### src/rtl/ram_req_arbiter_if.sv
`default_nettype none
// ============================================================================
//  Module      : ram_req_arbiter_if
//  Description : Bundle of the two-initiator request/response bus and the
//                RAM-port side signals used by ram_req_arbiter.
//                Initiator fields are packed [1:0] arrays indexed by
//                initiator id.
//  Ports (slave view = arbiter):
//    in  : req[1:0], addr[n], we[n], be[n], wdata[n], ram_rdata
//    out : gnt[1:0], rvalid[1:0], rdata[n], err[1:0],
//          ram_en, ram_addr, ram_we, ram_be, ram_wdata
//  Revision    : 1.0  initial release
// ============================================================================
interface ram_req_arbiter_if #(
    parameter int ADDR_WIDTH = 12
);
    // initiator side
    logic [1:0]        req;
    logic [1:0][31:0]  addr;
    logic [1:0]        we;
    logic [1:0][3:0]   be;
    logic [1:0][31:0]  wdata;
    logic [1:0]        gnt;
    logic [1:0]        rvalid;
    logic [1:0][31:0]  rdata;
    logic [1:0]        err;

    // RAM port side
    logic                  ram_en;
    logic [ADDR_WIDTH-1:0] ram_addr;
    logic                  ram_we;
    logic [3:0]            ram_be;
    logic [31:0]           ram_wdata;
    logic [31:0]           ram_rdata;

    modport slave (
        input  req, addr, we, be, wdata, ram_rdata,
        output gnt, rvalid, rdata, err,
               ram_en, ram_addr, ram_we, ram_be, ram_wdata
    );

    modport master (
        output req, addr, we, be, wdata, ram_rdata,
        input  gnt, rvalid, rdata, err,
               ram_en, ram_addr, ram_we, ram_be, ram_wdata
    );
endinterface
`default_nettype wire

### src/rtl/ram_req_arbiter.sv
`default_nettype none
// ============================================================================
//  Module      : ram_req_arbiter
//  Description : Round-robin arbiter between two byte-addressed req/gnt/rvalid
//                initiators and one word-addressed port of a RAM with fixed
//                one-cycle read latency. Grant and RAM command are
//                combinational; the response follows exactly one cycle later.
//  Ports       : clk    - clock, rising edge
//                rst_n  - asynchronous active-low reset
//                bus    - ram_req_arbiter_if.slave (initiator + RAM signals)
//  Options     : RAM_ARB_RANGE_CHK_EN - when defined, requests with any set
//                address bit above the RAM range are granted without a RAM
//                access and answered with err=1, rdata=0.
//  Revision    : 1.0  initial release
// ============================================================================
module ram_req_arbiter #(
    parameter int ADDR_WIDTH = 12
) (
    input  logic              clk,
    input  logic              rst_n,
    ram_req_arbiter_if.slave  bus
);

    logic        r_last;      // id of the most recently granted initiator
    logic        r_rsp_vld;
    logic        r_rsp_id;
    logic        r_rsp_we;
    logic        r_rsp_err;

    logic        w_any;
    logic        w_id;
    logic        w_oor;
    logic        w_en;
    logic [31:0] w_addr;

    assign w_any = |bus.req;

    // Initiator 1 wins if it is the only requester, or on contention when
    // initiator 0 was granted last.
    assign w_id   = bus.req[1] & (~bus.req[0] | ~r_last);
    assign w_addr = bus.addr[w_id];

    generate
        if (ADDR_WIDTH + 2 < 32) begin : g_upper_bits
`ifdef RAM_ARB_RANGE_CHK_EN
            assign w_oor = |w_addr[31:ADDR_WIDTH+2];
`else
            // Upper bits alias into the RAM.
            assign w_oor = 1'b0;
`endif
            logic w_unused_bits;
            assign w_unused_bits = ^{w_addr[1:0], w_addr[31:ADDR_WIDTH+2]};
        end else begin : g_no_upper_bits
            assign w_oor = 1'b0;
            logic w_unused_bits;
            assign w_unused_bits = ^w_addr[1:0];
        end
    endgenerate

    assign w_en = w_any & ~w_oor;

    assign bus.gnt       = w_any ? (w_id ? 2'b10 : 2'b01) : 2'b00;
    assign bus.ram_en    = w_en;
    assign bus.ram_we    = w_en & bus.we[w_id];
    assign bus.ram_addr  = w_addr[ADDR_WIDTH+1:2];
    assign bus.ram_be    = bus.be[w_id];
    assign bus.ram_wdata = bus.wdata[w_id];

    // Response register: loaded on every grant, valid for one cycle.
    always_ff @(posedge clk or negedge rst_n) begin
        if (!rst_n) begin
            r_last    <= 1'b1;
            r_rsp_vld <= 1'b0;
            r_rsp_id  <= 1'b0;
            r_rsp_we  <= 1'b0;
            r_rsp_err <= 1'b0;
        end else begin
            r_rsp_vld <= w_any;
            if (w_any) begin
                r_last    <= w_id;
                r_rsp_id  <= w_id;
                r_rsp_we  <= bus.we[w_id];
                r_rsp_err <= w_oor;
            end
        end
    end

    generate
        for (genvar gi = 0; gi < 2; gi++) begin : g_rsp
            logic w_hit;
            assign w_hit            = r_rsp_vld & (r_rsp_id == 1'(gi));
            assign bus.rvalid[gi]   = w_hit;
            // RAM read data is only forwarded for a successful read.
            assign bus.rdata[gi]    = (w_hit & ~r_rsp_we & ~r_rsp_err) ?
                                      bus.ram_rdata : 32'h0;
`ifdef RAM_ARB_RANGE_CHK_EN
            assign bus.err[gi]      = w_hit & r_rsp_err;
`else
            assign bus.err[gi]      = 1'b0;
`endif
        end
    endgenerate

endmodule
`default_nettype wire

### src/flat_wrapper.sv
// flat-port wrapper written by rule: the top's interface ports become plain ports
module ram_req_arbiter_flat 
#(
    parameter int ADDR_WIDTH = 12
)
  (clk, rst_n, bus_req, bus_addr, bus_we, bus_be, bus_wdata, bus_ram_rdata, bus_gnt, bus_rvalid, bus_rdata, bus_err, bus_ram_en, bus_ram_addr, bus_ram_we, bus_ram_be, bus_ram_wdata);
  ram_req_arbiter_if #(.ADDR_WIDTH(ADDR_WIDTH)) bus_i ();
  input  logic clk;
  input  logic rst_n;
  input wire logic [$bits(bus_i.req)-1:0] bus_req;
  input wire logic [$bits(bus_i.addr)-1:0] bus_addr;
  input wire logic [$bits(bus_i.we)-1:0] bus_we;
  input wire logic [$bits(bus_i.be)-1:0] bus_be;
  input wire logic [$bits(bus_i.wdata)-1:0] bus_wdata;
  input wire logic [$bits(bus_i.ram_rdata)-1:0] bus_ram_rdata;
  output wire logic [$bits(bus_i.gnt)-1:0] bus_gnt;
  output wire logic [$bits(bus_i.rvalid)-1:0] bus_rvalid;
  output wire logic [$bits(bus_i.rdata)-1:0] bus_rdata;
  output wire logic [$bits(bus_i.err)-1:0] bus_err;
  output wire logic [$bits(bus_i.ram_en)-1:0] bus_ram_en;
  output wire logic [$bits(bus_i.ram_addr)-1:0] bus_ram_addr;
  output wire logic [$bits(bus_i.ram_we)-1:0] bus_ram_we;
  output wire logic [$bits(bus_i.ram_be)-1:0] bus_ram_be;
  output wire logic [$bits(bus_i.ram_wdata)-1:0] bus_ram_wdata;
  assign bus_i.req = bus_req;
  assign bus_i.addr = bus_addr;
  assign bus_i.we = bus_we;
  assign bus_i.be = bus_be;
  assign bus_i.wdata = bus_wdata;
  assign bus_i.ram_rdata = bus_ram_rdata;
  assign bus_gnt = bus_i.gnt;
  assign bus_rvalid = bus_i.rvalid;
  assign bus_rdata = bus_i.rdata;
  assign bus_err = bus_i.err;
  assign bus_ram_en = bus_i.ram_en;
  assign bus_ram_addr = bus_i.ram_addr;
  assign bus_ram_we = bus_i.ram_we;
  assign bus_ram_be = bus_i.ram_be;
  assign bus_ram_wdata = bus_i.ram_wdata;
  ram_req_arbiter #(.ADDR_WIDTH(ADDR_WIDTH)) u_core (.clk(clk), .rst_n(rst_n), .bus(bus_i));
endmodule
### config.mk
export PLATFORM = sky130hd
export DESIGN_NAME = ram_req_arbiter_flat
export DESIGN_NICKNAME = d
export VERILOG_FILES = /design/src/rtl/ram_req_arbiter_if.sv /design/src/rtl/ram_req_arbiter.sv /design/src/flat_wrapper.sv
export SDC_FILE = /design/constraint.sdc
export NUM_CORES = 1
export LEC_CHECK = 0
export CAP_MARGIN = 20
export CORE_AREA = 2 2 116 118
export DETAILED_ROUTE_END_ITERATION = 10
export DIE_AREA = 0 0 118 120
export DONT_BUFFER_PORTS = 1
export MAX_ROUTING_LAYER = met4
export PLACE_DENSITY_LB_ADDON = 0.2
export REMOVE_ABC_BUFFERS = 1
export SYNTH_ARGS = -nofsm -noshare
export SYNTH_HDL_FRONTEND = slang
export SYNTH_SLANG_ARGS = --single-unit
### constraint.sdc
create_clock -name clk -period 1.2 [get_ports clk]
set_input_delay 0.12 -clock clk [delete_from_list [all_inputs] [get_ports clk]]
set_output_delay 0.12 -clock clk [all_outputs]
set_load 0.005 [all_outputs]
==> Flow_metrics.wiki, run 1 <==
{| class="wikitable"
! Metric !! Value
|-
| Max Fanout on Critical Path || 6
|-
| Dominant cell type by area after synthesis || mux2_2
|-
| Share of the clock period used by the worst path || 133%
|-
| Worst path setup slack after routing || -0.401 ns
|-
| Final GP Congestion || ~0.74
|-
| Die area || 0.0142 mm^2
|-
| Total routed wirelength || around 7800 um
|-
| Cell type of the slowest stage on the worst timing path || dfstp_2
|-
| Final hold violations || 0
|-
| Worst clock skew || ~0.0014 ns
|-
| Clock tree from TritonCTS || yes
|-
| Average vias per placed instance || 3.91
|-
| Final HPWL from detailed placement || approximately 5300 um
|-
| Synth Cell Area || approximately 0.0013 mm^2
|-
| Number of warnings printed during yosys synthesis || 0
|-
| Placed cell count || about 360
|-
| Number of global-route vias before repair || 1,579
|-
| Min cycle time layout || approximately 1.6 ns
|-
| Reg-to-reg endpoint || u_core.r_rsp_we
|-
| Initial Utilization || around 10%
|-
| Worst reg2reg path startpoint || u_core.r_rsp_we
|-
| Hold Crit Class || in -> reg
|-
| RSZ-0062 raised after global routing || yes
|-
| Post-DR wirelength/cell || about 20 um
|-
| Count of final max-slew check failures || 0
|-
| Critical Path RT || between 1 and 1.5 ns
|-
| Antenna violations before repair || 0
|-
| Number of DRC violations after detailed routing || 0
|-
| Largest stage delay on the critical path || approximately 0.54 ns
|-
| Most frequently used flop master after synthesis || dfrtp_1
|-
| Most common library cells after synthesis || nor2_1 (65), mux2_2 (44), nand2b_1 (33), clkbuf_1 (10), buf_4 (6)
|-
| Minimum hold slack || between 0.03 and 0.04 ns
|-
| Worst reg2reg setup slack || around 0.060 ns
|-
| Total vias in the final route || 1,485
|-
| Hold Crit Depth || 2
|-
| Category of the worst setup path launch point || register
|-
| Number of buffers inserted during clock tree synthesis || 3
|-
| Signed area change from the synthesized netlist to the final layout || 111%
|-
| Per-instance average area after synthesis || 7.10 um^2
|-
| Number of library cell types mapped by synthesis || 20
|-
| Number of setup violations in the final report || about 120
|-
| Instance count of the mapped netlist || between 150 and 200
|-
| Power density relative to cell area || around 850 mW/mm^2
|-
| Area of the core || 0.0130 mm^2
|-
| Worst-case setup slack after placement || -0.196 ns
|-
| Seq/Total Area, Yosys || 7.76%
|-
| Sort of element at the end of the critical path || primary output
|-
| Post-Route Setup TNS || -24.77 ns
|-
| Flops & latches, synth || 4
|-
| Cell at the root of the clock tree || clkbuf_16
|-
| Ports placed on the boundary || just under 300
|-
| Global-route total usage across every layer || ~10%
|-
| X dimension of the die || ~120 um
|-
| Number of iterations in the first detailed-routing pass || 4
|-
| Source-to-sink clock delay at the later pin of the worst-skew pair || 0.22 ns
|-
| CP arrival || between 1 and 1.5 ns
|-
| Worst path bufs/invs || 2
|-
| Global-route wire length before repair || just over 10,000 um
|-
| Number of inserted diodes || 0
|-
| Count of flip-flops with a built-in enable after synthesis || 0
|-
| Dominant cells by area after synthesis || mux2_2 (38%), nor2_1 (19%), nand2b_1 (16%), dfrtp_1 (5.7%), buf_4 (3.4%)
|-
| End point of the most critical hold path || u_core.r_last
|-
| Post-route antenna net violation count || 0
|-
| Max-cap violations || 0
|-
| Fraction of synthesized cell area taken by the top area cell type || between 30% and 40%
|-
| Failing checks || setup timing
|-
| Die height || roughly 120 um
|-
| Maximum frequency from static timing analysis || about 0.62 GHz
|-
| Clock sink count || 4
|-
| Critical Setup Path Class || reg -> out
|-
| CP delay by family, top || flip-flops
|-
| CP cell instances || a21boi_4 > buf_12 > clkbuf_16 > mux2_4
|-
| Most common cell in the netlist || nor2_1
|-
| CTS H-tree depth || 1
|-
| VDD IR max || between 0.4 and 0.5 mV
|-
| Register clock-pin slew on the reported worst setup and hold paths || ~0.03 ns
|-
| Post-layout instance count excluding filler cells || 380
|-
| Sum of overflow across all layers after global routing || 0
|-
| Run status || finished, violations left
|-
| Buffers added on ports || 0
|-
| Standard-cell rows || 42
|-
| Net count, final || between 300 and 400
|-
| Violation count after the first detailed-route iteration || 14
|-
| Largest net degree at the start of global routing || 27
|-
| Worst r2r path cells || 5
|-
| Launch point of the worst hold path || bus_req[1]
|-
| Asr flop ratio synth || 100%
|-
| Share of cells above drive strength 1 || ~90%
|-
| Leakage dissipation || ~1.1 nW
|-
| Buffer depth of the longest clock path || 2
|}
repair_timing:
action | CTS | global route
gates resized for setup | 171 | 23
pin swaps | 35 | 3
hold buffers | 2 | 1
hold endpoints to repair | 5 | 1
buffers inserted | 9 | 0
gates cloned | 7 | 2
setup endpoints to repair | 108 | 118
flip-flops by register name, indices dropped and copies added, names as in the netlist:
name / cells
u_core.r_last: 1
u_core.r_rsp_id: 1
u_core.r_rsp_vld: 1
u_core.r_rsp_we: 1
area by class of cell:
| cell class | count | area [um^2] |
|---|---|---|
| Sequential cell | 4 | 103 |
| Inverter | 4 | 17.5 |
| Fill cell | 1417 | 10200 |
| Tap cell | 176 | 220 |
| Clock buffer | 4 | 78.8 |
| Timing Repair Buffer | 34 | 531 |
| Multi-Input combinational cell | 158 | 1800 |
logic make-up (layout without fill, tap and decap cells):
group	count (synthesis)	in the layout	share of synthesized area (%)
simple gates	100	100	35.2
mux	49	49	42.1
buf+inv	23	42	10.1
flops	4	4	7.76
compound gates	7	7	4.50
other cells	1	2	0.287
worst max path at each step:
stage | start | end | slack (ns) | cells past startpoint
final | u_core.r_last | bus_ram_addr[6] | -0.40 | 4
after global routing | u_core.r_last | bus_ram_be[3] | -0.44 | 4
after floorplan | u_core.r_last | bus_ram_addr[0] | -0.64 | 2
after CTS | u_core.r_last | bus_ram_wdata[16] | -0.42 | 4
after global placement | u_core.r_last | bus_ram_wdata[4] | -0.18 | 3
after detailed placement | u_core.r_last | bus_ram_wdata[4] | -0.20 | 3
layout by cell type (no fill, tap or decap), types with 2 or more instances in the layout:
cell type	n
buf_12	6
nor2_2	27
dfrtp_1	2
buf_4	8
dlygate4sd3_1	3
inv_1	3
nor2_4	37
mux2_4	33
nand2b_4	33
buf_16	6
conb_1	2
clkbuf_16	5
buf_6	8
mux2_2	15
power breakdown:
| group | total (mW) | internal (mW) | switching (mW) | leakage [nW] |
|---|---|---|---|---|
| Clock | 0.533 | 0.439 | 0.0943 | 0.0382 |
| Sequential | 0.176 | 0.156 | 0.0195 | 0.0431 |
| Combinational | 1.64 | 0.885 | 0.754 | 1.03 |
metal layers:
layer,track usage (%),wire [um]
met1,8.53,2120
met2,20.5,4620
met4,1.13,71
met3,4.04,960
met5,-,0
per-stage QoR:
stage / cell area (um^2) / utilization [%] / total power, mW
after floorplan: 1190 / - / 0.716
after global placement: 1560 / 12.0 / 0.997
after detailed placement: 1560 / 12.0 / 1.00
after CTS: 2600 / 20.0 / 2.28
after global routing: 2750 / 21.2 / 2.49
final: 2750 / 21.2 / 2.35
Note: power is estimated with default switching activity, not from simulation.
==> inputs of run 2 (changes only) <==
--- a/config.mk
+++ b/config.mk
@@ -7,6 +7,7 @@
 export LEC_CHECK = 0
 export CAP_MARGIN = 20
 export CORE_AREA = 2 2 116 118
+export CTS_BUF_LIST = sky130_fd_sc_hd__clkbuf_4
 export DETAILED_ROUTE_END_ITERATION = 10
 export DIE_AREA = 0 0 118 120
 export DONT_BUFFER_PORTS = 1
==> run 2 against run 1 <==
The run still ends with setup timing left. Maximum frequency shrank 0.90%. Global-route usage grew 0.55 points. Total power shrank 4.1%. Sequential share of layout area shrank 0.25 points. Clock-buffer cell count is the same. Register-to-register slack lost 0.03 ns. Sequential power grew 3%. Worst hold slack lost 0.012 ns. Clock skew grew 0.0024 ns. Critical endpoint unchanged.
==> Flow_metrics.wiki, run 2 (same netlist as run 1, synthesis figures left out) <==
{| class="wikitable"
! Metric !! Value
|-
| Worst path setup slack after routing || -0.415 ns (was -0.401 ns)
|-
| Number of global-route vias before repair || 1,640 (was 1,579)
|-
| Share of the core filled with cells in the final layout || 23.0% (was 21.2%)
|-
| Worst-case setup slack after placement || -0.196 ns (unchanged)
|-
| Post-Route Setup TNS || -28.44 ns (was -24.77 ns)
|-
| Initial Utilization || 10.1% (unchanged)
|-
| Placed cell count || 355 (unchanged)
|-
| Category of the worst setup path launch point || register (unchanged)
|-
| Worst r2r path cells || 5 (unchanged)
|-
| Total routed wirelength || 8150 um (was 7780 um)
|-
| Max-cap violations || 0 (unchanged)
|-
| Ports placed on the boundary || 294 (unchanged)
|-
| Post-layout instance count excluding filler cells || 389 (was 380)
|-
| Hold Crit Depth || 2 (unchanged)
|-
| Share of cells above drive strength 1 || 93.0% (was 91.2%)
|-
| VDD IR max || 0.227 mV (was 0.437 mV)
|-
| Count of filler cells inserted in the layout || 1,390 (was 1,417)
|-
| X dimension of the die || 118 um (unchanged)
|-
| Worst reg2reg path startpoint || u_core.r_rsp_we (unchanged)
|-
| Reg-to-reg endpoint || u_core.r_rsp_we (unchanged)
|-
| CP arrival || 1.50 ns (was 1.48 ns)
|-
| Share of the clock period used by the worst path || 135% (was 133%)
|-
| Critical Setup Path Class || reg -> out (unchanged)
|-
| Final hold violations || 0 (unchanged)
|-
| Post-route antenna net violation count || 0 (unchanged)
|-
| Most used cells in the layout excluding fill and tap cells || nor2_4 (64), mux2_4 (34), nand2b_4 (33) (was nor2_4 (37), mux2_4 (33), nand2b_4 (33))
|-
| Cell at the root of the clock tree || clkbuf_4 (was clkbuf_16)
|-
| Hold Crit Class || in -> reg (unchanged)
|-
| Sort of element at the end of the critical path || primary output (unchanged)
|-
| Failing checks || setup timing (unchanged)
|-
| Leading cell type in the layout, fill and taps excluded || nor2_4 (unchanged)
|-
| RSZ-0062 raised after global routing || yes (unchanged)
|-
| Die height || 120 um (unchanged)
|-
| End point of the most critical hold path || u_core.r_last (unchanged)
|-
| Run status || finished, violations left (unchanged)
|-
| Final HPWL from detailed placement || 5280 um (unchanged)
|-
| Worst clock skew || 0.00378 ns (was 0.00136 ns)
|-
| Cell area reported after detailed placement || 0.00156 mm^2 (unchanged)
|-
| Power density relative to cell area || 755 mW/mm^2 (was 854 mW/mm^2)
|-
| Register clock-pin slew on the reported worst setup and hold paths || 0.04 ns (was 0.03 ns)
|-
| Largest net degree at the start of global routing || 27 (unchanged)
|-
| Max Fanout on Critical Path || 6 (unchanged)
|-
| Signed area change from the synthesized netlist to the final layout || 128% (was 111%)
|-
| Die area || 0.0142 mm^2 (unchanged)
|-
| Standard-cell rows || 42 (unchanged)
|-
| Global-route wire length before repair || 10,800 um (was 10,300 um)
|-
| Leakage dissipation || 1.17 nW (was 1.11 nW)
|-
| Global-route total usage across every layer || 10.5% (was 9.95%)
|-
| Violation count after the first detailed-route iteration || 17 (was 14)
|-
| Count of final max-slew check failures || 0 (unchanged)
|-
| Total vias in the final route || 1,537 (was 1,485)
|-
| Number of iterations in the first detailed-routing pass || 4 (unchanged)
|-
| Non-Filler Cell Area, Final || 0.00298 mm^2 (was 0.00275 mm^2)
|-
| Area of the core || 0.0130 mm^2 (unchanged)
|-
| Min cycle time layout || 1.62 ns (was 1.60 ns)
|-
| CTS H-tree depth || 1 (unchanged)
|-
| Sum of overflow across all layers after global routing || 0 (unchanged)
|-
| Number of inserted diodes || 0 (unchanged)
|-
| Clock sink count || 4 (unchanged)
|-
| Launch point of the worst hold path || bus_req[1] (unchanged)
|-
| Critical Path RT || 1.08 ns (about the same)
|-
| Antenna violations before repair || 0 (unchanged)
|-
| Average vias per placed instance || 3.95 (was 3.91)
|-
| Number of DRC violations after detailed routing || 0 (unchanged)
|-
| Clock tree from TritonCTS || yes (unchanged)
|-
| Number of buffers inserted during clock tree synthesis || 3 (unchanged)
|-
| Post-DR wirelength/cell || 21.0 um (was 20.5 um)
|-
| Source-to-sink clock delay at the later pin of the worst-skew pair || 0.24 ns (was 0.22 ns)
|-
| Final GP Congestion || 0.737 (unchanged)
|-
| Sequential cell area || 104 um^2 (was 103 um^2)
|-
| Net count, final || 388 (was 379)
|-
| Number of setup violations in the final report || 115 (was 116)
|-
| Maximum frequency from static timing analysis || 0.619 GHz (was 0.625 GHz)
|-
| Area of combinational cells with multiple inputs || 0.00194 mm^2 (was 0.00180 mm^2)
|-
| Buffers added on ports || 0 (unchanged)
|-
| Worst reg2reg setup slack || 0.03 ns (was 0.06 ns)
|-
| Buffer depth of the longest clock path || 2 (unchanged)
|}
run 2: critical path, stage by stage, from the launching register on:
cell and delay (ns):
dfstp_2 0.55, a21boi_4 0.08, buf_12 0.15, clkbuf_16 0.17
mux2_4 0.31
run 2: routing by layer:
metal | track usage, % | share of wire, % | vias to the layer above
met3 | 3.99 | 12 | 4
li1 | - | - | 659
met4 | 1.28 | 0.83 | 0
met2 | 21.4 | 60 | 148
met1 | 9.34 | 28 | 726
met5 | - | 0 | -
run 2: power by group:
group | switching (mW) | leakage (nW) | internal, mW | total [mW]
Combinational | 0.852 | 1.11 | 1.01 | 1.86
Sequential | 0.0252 | 0.0424 | 0.156 | 0.181
Clock | 0.0612 | 0.0184 | 0.148 | 0.209
Total | 0.938 | 1.17 | 1.31 | 2.25
run 2: cell type report:
| type | instances | share of cell area, % |
|---|---|---|
| multi-input cells | 158 | 65.2 |
| repair buffers | 43 | 22.2 |
| well taps | 176 | 7.39 |
| flip-flops and latches | 4 | 3.48 |
| clock buffers | 4 | 1.01 |
| inverters | 4 | 0.671 |
run 2: worst max-delay path by stage:
stage	start	endpoint	depth (start not counted)
floorplan	u_core.r_last	bus_ram_addr[0]	2
CTS	u_core.r_last	bus_ram_wdata[16]	4
global route	u_core.r_last	bus_ram_be[3]	4
global placement	u_core.r_last	bus_ram_wdata[4]	3
detailed placement	u_core.r_last	bus_ram_wdata[4]	3
finish	u_core.r_last	bus_ram_addr[6]	4
run 2: metrics by stage:
stage / hold slack (ns) / total power [mW]
after floorplan: -0.176 / 0.716
after global placement: -0.175 / 0.997
final: 0.0190 / 2.25
after global routing: 0.00560 / 2.41
after detailed placement: -0.175 / 1.00
after CTS: 0.0219 / 2.11
run 2: repair_timing:
item,in CTS,in global routing
endpoints found under the setup margin,115,118
resized for setup,207,26
pin swaps,37,8
endpoints found under the hold margin,6,0
hold buffers,3,0
cloned,7,2
buffers inserted,9,10
